==> src/rtl/ls_seq_pkg.sv <==
// Shared definitions for the load/store sequencer: state encoding, access
// size codes, wait-counter width and small decode helpers.
package ls_seq_pkg;

  // Wide enough for the largest memory latency (15 cycles)
  localparam int WAIT_W = 4;

  localparam logic [1:0] SIZE_BYTE = 2'b00;
  localparam logic [1:0] SIZE_HALF = 2'b01;
  localparam logic [1:0] SIZE_WORD = 2'b10;

  typedef enum logic [2:0] {
    IDLE     = 3'd0,
    RD_WAIT  = 3'd1,
    LD_MDR   = 3'd2,
    LD_WB    = 3'd3,
    ST_MDR   = 3'd4,
    ST_WRITE = 3'd5
  } ls_state_t;

  // Size code 11 behaves exactly like a word access
  function automatic logic [1:0] norm_size(input logic [1:0] s);
    return (s == 2'b11) ? SIZE_WORD : s;
  endfunction

  // Half needs an even address, word needs a 4-byte aligned address
  function automatic logic misaligned(input logic [1:0] s, input logic [1:0] a);
    logic [1:0] ns;
    ns = norm_size(s);
    if (ns == SIZE_HALF) return a[0];
    if (ns == SIZE_WORD) return (a != 2'b00);
    return 1'b0;
  endfunction

endpackage

==> src/rtl/ls_wait_counter.sv <==
// Memory-latency down-counter: loaded on entry to the read wait, counts down
// while enabled and flags when it holds zero.
module ls_wait_counter
  import ls_seq_pkg::*;
#(
  parameter int W = WAIT_W
) (
  input  logic         clk,
  input  logic         reset,
  input  logic         load,
  input  logic         dec,
  input  logic [W-1:0] load_val,
  output logic         zero
);

  logic [W-1:0] cnt;

  // Load takes priority; decrement saturates at zero
  always_ff @(posedge clk or posedge reset) begin
    if (reset) begin
      cnt <= '0;
    end else if (load) begin
      cnt <= load_val;
    end else if (dec && (cnt != '0)) begin
      cnt <= cnt - 1'b1;
    end
  end

  assign zero = (cnt == '0);

endmodule

==> src/rtl/load_store_sequencer.sv <==
// Load/store control sequencer. Loads wait MEM_WAIT cycles, capture the MDR
// and write back; word stores write immediately; byte/half stores do a
// read-modify-write. Optional alignment check: define LS_ALIGN_CHECK_EN.
module load_store_sequencer
  import ls_seq_pkg::*;
#(
  parameter int MEM_WAIT = 1
) (
  input  logic       clk,
  input  logic       reset,
  input  logic       start_load,
  input  logic       start_store,
  input  logic [1:0] size,
  input  logic [1:0] addr_lo,
  output logic       mem_write,
  output logic       mdr_write,
  output logic       reg_write,
  output logic [1:0] set_load_size_control,
  output logic [1:0] set_store_size_control,
  output logic       busy,
  output logic       done,
  output logic       align_excp
);

  localparam logic [WAIT_W-1:0] WAIT_INIT = WAIT_W'(MEM_WAIT - 1);

  ls_state_t  state, state_nx;
  logic [1:0] size_q;
  logic       is_load_q;
  logic       req, reject, accept;
  logic       cnt_load, wait_zero;

  assign req = start_load | start_store;

`ifdef LS_ALIGN_CHECK_EN
  logic align_q;
  assign reject = (state == IDLE) && req && misaligned(size, addr_lo);

  // One-cycle pulse for each rejected misaligned request
  always_ff @(posedge clk or posedge reset) begin
    if (reset) align_q <= 1'b0;
    else       align_q <= reject;
  end

  assign align_excp = align_q;
`else
  logic unused_addr;
  assign unused_addr = ^addr_lo;
  assign reject      = 1'b0;
  assign align_excp  = 1'b0;
`endif

  assign accept = (state == IDLE) && req && !reject;

  // Counter is loaded only on the transition into the read wait
  assign cnt_load = (state == IDLE) && (state_nx == RD_WAIT);

  ls_wait_counter #(.W(WAIT_W)) u_wait (
    .clk      (clk),
    .reset    (reset),
    .load     (cnt_load),
    .dec      (state == RD_WAIT),
    .load_val (WAIT_INIT),
    .zero     (wait_zero)
  );

  // State register plus the request attributes captured at acceptance
  always_ff @(posedge clk or posedge reset) begin
    if (reset) begin
      state     <= IDLE;
      size_q    <= SIZE_BYTE;
      is_load_q <= 1'b0;
    end else begin
      state <= state_nx;
      if (accept) begin
        size_q    <= norm_size(size);
        is_load_q <= start_load;
      end
    end
  end

  // Next-state and strobe decode; load wins over a simultaneous store
  always_comb begin
    state_nx  = state;
    mem_write = 1'b0;
    mdr_write = 1'b0;
    reg_write = 1'b0;
    done      = 1'b0;
    case (state)
      IDLE: begin
        if (accept) begin
          if (start_load)                         state_nx = RD_WAIT;
          else if (norm_size(size) == SIZE_WORD)  state_nx = ST_WRITE;
          else                                    state_nx = RD_WAIT;
        end
      end
      RD_WAIT: begin
        if (wait_zero) state_nx = is_load_q ? LD_MDR : ST_MDR;
      end
      LD_MDR: begin
        mdr_write = 1'b1;
        state_nx  = LD_WB;
      end
      LD_WB: begin
        reg_write = 1'b1;
        done      = 1'b1;
        state_nx  = IDLE;
      end
      ST_MDR: begin
        mdr_write = 1'b1;
        state_nx  = ST_WRITE;
      end
      ST_WRITE: begin
        mem_write = 1'b1;
        done      = 1'b1;
        state_nx  = IDLE;
      end
      default: state_nx = IDLE;
    endcase
  end

  assign busy                   = (state != IDLE);
  assign set_load_size_control  = size_q;
  assign set_store_size_control = size_q;

endmodule

==> config.mk <==
export PLATFORM = sky130hd
export DESIGN_NAME = load_store_sequencer
export DESIGN_NICKNAME = d
export VERILOG_FILES = /design/src/rtl/ls_seq_pkg.sv /design/src/rtl/ls_wait_counter.sv /design/src/rtl/load_store_sequencer.sv
export SDC_FILE = /design/constraint.sdc
export NUM_CORES = 1
export LEC_CHECK = 0
export CORE_MARGIN = 2
export CORE_UTILIZATION = 40
export CTS_BUF_LIST = sky130_fd_sc_hd__clkbuf_16
export CTS_CLUSTER_DIAMETER = 150
export DETAILED_ROUTE_END_ITERATION = 8
export PLACE_DENSITY_LB_ADDON = 0.15
export SYNTH_ARGS = -nofsm -noshare
export SYNTH_HDL_FRONTEND = slang
export SYNTH_SLANG_ARGS = --single-unit
==> constraint.sdc <==
create_clock -name clk -period 1.5 [get_ports clk]
set_input_delay 0.15 -clock clk [delete_from_list [all_inputs] [get_ports clk]]
set_output_delay 0.15 -clock clk [all_outputs]
set_load 0.005 [all_outputs]
After elaboration in Yosys (flattened, before gate mapping):

Cells that the tools add are included.

* register bits: 10
* bits in latches: 0
* bits in writable memories: 0
* ROM bits: 0
* bits of input ports: 8
* output and inout bits: 10
* logic and storage cells: 37
* memories: 0

* add/sub/neg operators: 1
* multiply operators: 0
* div/mod/pow operators: 0
* $lt $le $gt $ge: 0
* eq/ne operators: 8
* shift operators: 0
* muxes and demuxes: 13
* bitwise gates (word level): 1
* reductions and logical operators: 10

Operators by type and width (count)
* $mux W3: 5
* $pmux W3 S4: 1
* $mux W4: 2
* $eq A3 B1 Y1 const B: 2
* $eq A3 B2 Y1 const B: 2
* $eq A3 B3 Y1 const B: 2
* $eq A2 B2 Y1 const B: 2
* $logic_not A4 Y1: 1
* $mux W1: 4
* $reduce_bool A4 Y1: 1
* $reduce_or A2 Y1: 2
* $sub A4 B1 Y4 const B: 1
* $logic_and A1 B1 Y1: 3
* $logic_not A3 Y1: 1
* $reduce_bool A3 Y1: 1
* $mux W2: 1
* $reduce_bool A2 Y1: 1
* $or A1 B1 Y1: 1

Longest topological paths before layout:

* depth after elaboration: 10
* mapped depth: 5
* mapped depth without buffers: 5

Cells and area by module:

A second synthesis with hierarchy kept.

* cells, all modules: 69
* area, all modules: 648.1 µm²

Modules (own cells, without submodules)
* load_store_sequencer: times used 1, cells each 41, area each 386.6 µm², sequential area each 150.1 µm²
* ls_wait_counter: times used 1, cells each 28, area each 261.5 µm², sequential area each 100.1 µm²

Worst setup path after synthesis:

No wires, ideal clock.

* path type: register -> register
* from: reg state[1]
* to: reg u_wait.cnt[3]
* library setup time: 0.077 ns
* arrival: 1.482 ns
* required time: 1.423 ns
* setup slack: -0.060 ns
* cell stages (with the launch flop): 5
* path buffers: 1
* clock period less this slack: 1.560 ns
* cells stage by stage: dfrtp_1 -> buf_4 -> or3b_4 -> or4_1 -> a21oi_1

* longest elaborated chain between the ends: 7
* elaborated cells between the ends (all ways): 13
* classes of those cells: eq/ne: 4; mux: 4; reduce/logical: 5

Ends and longest elaborated chain
* from (decl): RTL line load_store_sequencer.sv:27 `ls_state_t state, state_nx;`
* from (signal assigned): RTL line load_store_sequencer.sv:74 `state <= state_nx;`
* $logic_not A3 Y1: RTL line load_store_sequencer.sv:53, load_store_sequencer.sv:56, load_store_sequencer.sv:89
* $logic_and A1 B1 Y1: RTL line load_store_sequencer.sv:53 `assign accept = (state == IDLE) && req && !reject;`
* $mux W3: RTL line load_store_sequencer.sv:91 `if (accept) begin`
* $pmux W3 S4: RTL line load_store_sequencer.sv:89 `case (state)`
* $eq A3 B1 Y1: RTL line load_store_sequencer.sv:56 `assign cnt_load = (state == IDLE) && (state_nx == RD_WAIT);`
* $logic_and A1 B1 Y1: RTL line load_store_sequencer.sv:56
* $mux W4 / $reduce_bool A2 Y1 (equally long branches)
* to (signal assigned): RTL line ls_wait_counter.sv:23 `cnt <= load_val;`
* to (signal assigned): RTL line ls_wait_counter.sv:25 `cnt <= cnt - 1'b1;`
* to (decl): RTL line ls_wait_counter.sv:16 `logic [W-1:0] cnt;`

Several ways; a longest one is shown, not always the timed one.
A chain may end at the register's enable or synchronous reset.

Final worst setup path:

* from: reg state[2]
* to: reg u_wait.cnt[3]

The elaborated chain is that of the path after synthesis.

==> impl_metrics.csv <==
group,metric,value,unit
run_status,status,"finished with violations",
run_status,violations,"negative setup slack",
worst_setup_path,required,1.66,ns
min_path,hold_path_class,"primary input to asynchronous set/reset pin",
clock_network,cts_root_buffer,"clkbuf_16",
layout,n_antenna_cell,0,
layout,layout-drive-gt1-share,0.480,
clock_network,cts_buffer_depth,2,
sta,rsz0062_at_grt,"true",
place,hpwl,999,um
sta,skew,0.00267,ns
global_routing,antenna_found_initial,0,
routing,wirelength,1720,um
floorplan,rows,13,
worst_setup_path,reg2reg_slack,-0.09,ns
worst_setup_path,path_class,"flip-flop to flip-flop",
layout,num-fill-cells,83,
floorplan,io_pins,18,
sta,layout_setup_ws,-0.0918,ns
clock_network,cts_sinks,10,
routing,vias_per_cell,5.47,
sta,finalMaxSlewViolations,0,
place,placed_area,840,sq um
pwr,p_leak,0.507,nW
layout,final_common_cell,"buf_4",
logic_synthesis,yosys_warnings,0,
logic_synthesis,synth_cell_type_count,30,
clock_network,clk_pin_slew_worst_paths,0.04,ns
pwr,finalPower,2.73,mW
logic_synthesis,syn_area_per_cell,9.24,sq um
floorplan,core,1350,sq um
layout,final_cell_area,1060,sq um
place,io_buffers,14,
logic_synthesis,yosysTopAreaCell,"dfrtp_1",
worst_setup_path,critPathLaunchType,"flip-flop",
clock_network,hold_buffers,0,
sta,hold_viol,0,
logic_synthesis,synth.yosys.seq_area_share,0.417,
global_routing,grtUsageTotal,0.201,
logic_synthesis,ys_seq_elements,10,
routing,drt_iter0_drc,12,
worst_setup_path,critical_path_peak_fanout,4,
sta,timing.fmax,628,MHz
layout,multi_input_area,373,sq um
global_routing,grt_max_degree,11,
floorplan,die_h,42.8,um
clock_network,cts_made_buffers,3,
layout,ff_latch_area,253,sq um
routing,drc,0,
routing,via_count,629,
logic_synthesis,syn-num-nets,74,
place,routabilityCongestion,0.749,
pwr,power_density,2570,nW/um^2
global_routing,grt-ovfl-total,0,
routing,routedWlPerCell,15.0,um
clock_network,cts_tree,"yes",
logic_synthesis,netlist_instances,65,
worst_setup_path,reg2reg_depth,4,
layout,num-nets-final,111,
logic_synthesis,synth_area_leaders,"dfrtp_1 (42%), buf_4 (5.0%), inv_1 (4.4%), a21oi_1 (4.2%), nor2b_1 (4.2%)",
worst_setup_path,r2r_start,"state[2]$_DFF_PP0_",
sta,finalCritPeriodShare,1.06,
clock_network,clock_latency,0.24,ns
worst_setup_path,end_kind,"flip-flop",
sta,final.min_clock_period,1.59,ns
floorplan,die_w,42.8,um
logic_synthesis,syn_area,601,sq um
pwr,ir_worst_vdd,1.57,mV
routing,firstDrtPassIters,4,
run,maxCapViolations,0,
layout,final_cells,115,
floorplan,initial_core_util,0.445,
logic_synthesis,synth_top_cell_area_share,0.417,
worst_setup_path,regToRegEndpoint,"u_wait.cnt[3]$_DFFE_PP0P_",
worst_setup_path,worst_ep_arrival_time,1.75,ns
place,dp_slack,-0.0500,ns
layout,area_growth,77.3,%
clock_network,htreeDepth,1,
global_routing,grt_pass1_wl,2670,um
place,place_inst,104,
floorplan,dieArea,1830,sq um
routing,drtAntennaViolNets,0,
global_routing,grt_pass1_vias,610,
sta,whs,0.192,ns
sta,final-setup-viol-count,2,
layout,layout_common_cells,"buf_4 (18), clkdlybuf4s50_1 (9), dfrtp_1 (8)",
-- cells in the mapped netlist --
cell,number
nor3_1,1
a311oi_1,1
or4_1,2
or2_2,1
a31oi_1,1
a21oi_1,5
buf_4,4
nand2_1,1
o21a_1,2
xnor2_1,1
nand2b_1,1
or3b_4,1
a22o_1,1
inv_1,7
ha_1,1
or3b_2,1
nand3_1,2
a211oi_1,1
or3_1,1
o32ai_1,1
nor2_1,1
and2_1,2
conb_1,1
mux2_2,2
dfrtp_1,10
nor3b_1,2
nor2b_1,4
buf_2,1
and2b_1,1
o21ai_0,5
-- sequential cells by signal (all words and copies together) (netlist names) --
signal,cells
set_load_size_control,2
u_wait.cnt,4
state,3
is_load_q,1
-- timing repair --
item	CTS	global route
resized for setup	25	13
setup buffers	6	3
endpoints found under the setup margin	9	12
pin swaps	1	1
-- cells by family after synthesis --
kind of cell             synth area share
AND/OR/NAND/NOR                     0.227
adder cells (fa/ha/maj)            0.0208
other                             0.00624
buffers and inverters               0.102
XOR/XNOR                           0.0146
multiplexers                       0.0375
AO/OA/AOI/OAI                       0.175
flip-flops                          0.417
-- worst max-delay path by stage --
stage / startpoint / end / slack [ns]
after global routing: state[2]$_DFF_PP0_ / u_wait.cnt[2]$_DFFE_PP0P_ / -0.13
after floorplan: state[1]$_DFF_PP0_ / set_load_size_control[0]$_DFFE_PP0P_ / 0.03
after CTS: state[2]$_DFF_PP0_ / u_wait.cnt[2]$_DFFE_PP0P_ / -0.08
after global placement: state[0]$_DFF_PP0_ / done / -0.03
final: state[2]$_DFF_PP0_ / u_wait.cnt[3]$_DFFE_PP0P_ / -0.09
after detailed placement: state[0]$_DFF_PP0_ / done / -0.05
-- per-layer routing --
metal	routed length [um]	global-route usage
met5	0	0
met4	12	0.0938
met3	81	0.0553
met1	738	0.249
met2	889	0.321
-- final cells by class --
class                      instances  area share
inverter                           7      0.0247
sequential                        10       0.237
clock buffer                       3      0.0705
multi-input combinational         43       0.350
tap                               15      0.0176
timing repair buffer              37       0.300
-- critical path: stages, from the launching register on --
cell     delay (ns)
dfrtp_2        0.42
buf_6          0.12
or3b_4         0.40
or4_1          0.41
a21oi_1        0.15
-- report_power, final --
part | switching, mW | internal, mW
Combinational | 0.704 | 1.05
Sequential | 0.103 | 0.403
Clock | 0.121 | 0.346
Total | 0.928 | 1.80
-- metrics by stage --
stage / utilization / setup TNS [ns]
floorplan: - / 0
global placement: 0.622 / -0.0367
detailed placement: 0.622 / -0.0996
CTS: 0.752 / -0.216
global route: 0.789 / -0.341
finish: 0.789 / -0.174
Note: power is estimated with default switching activity, not from simulation.
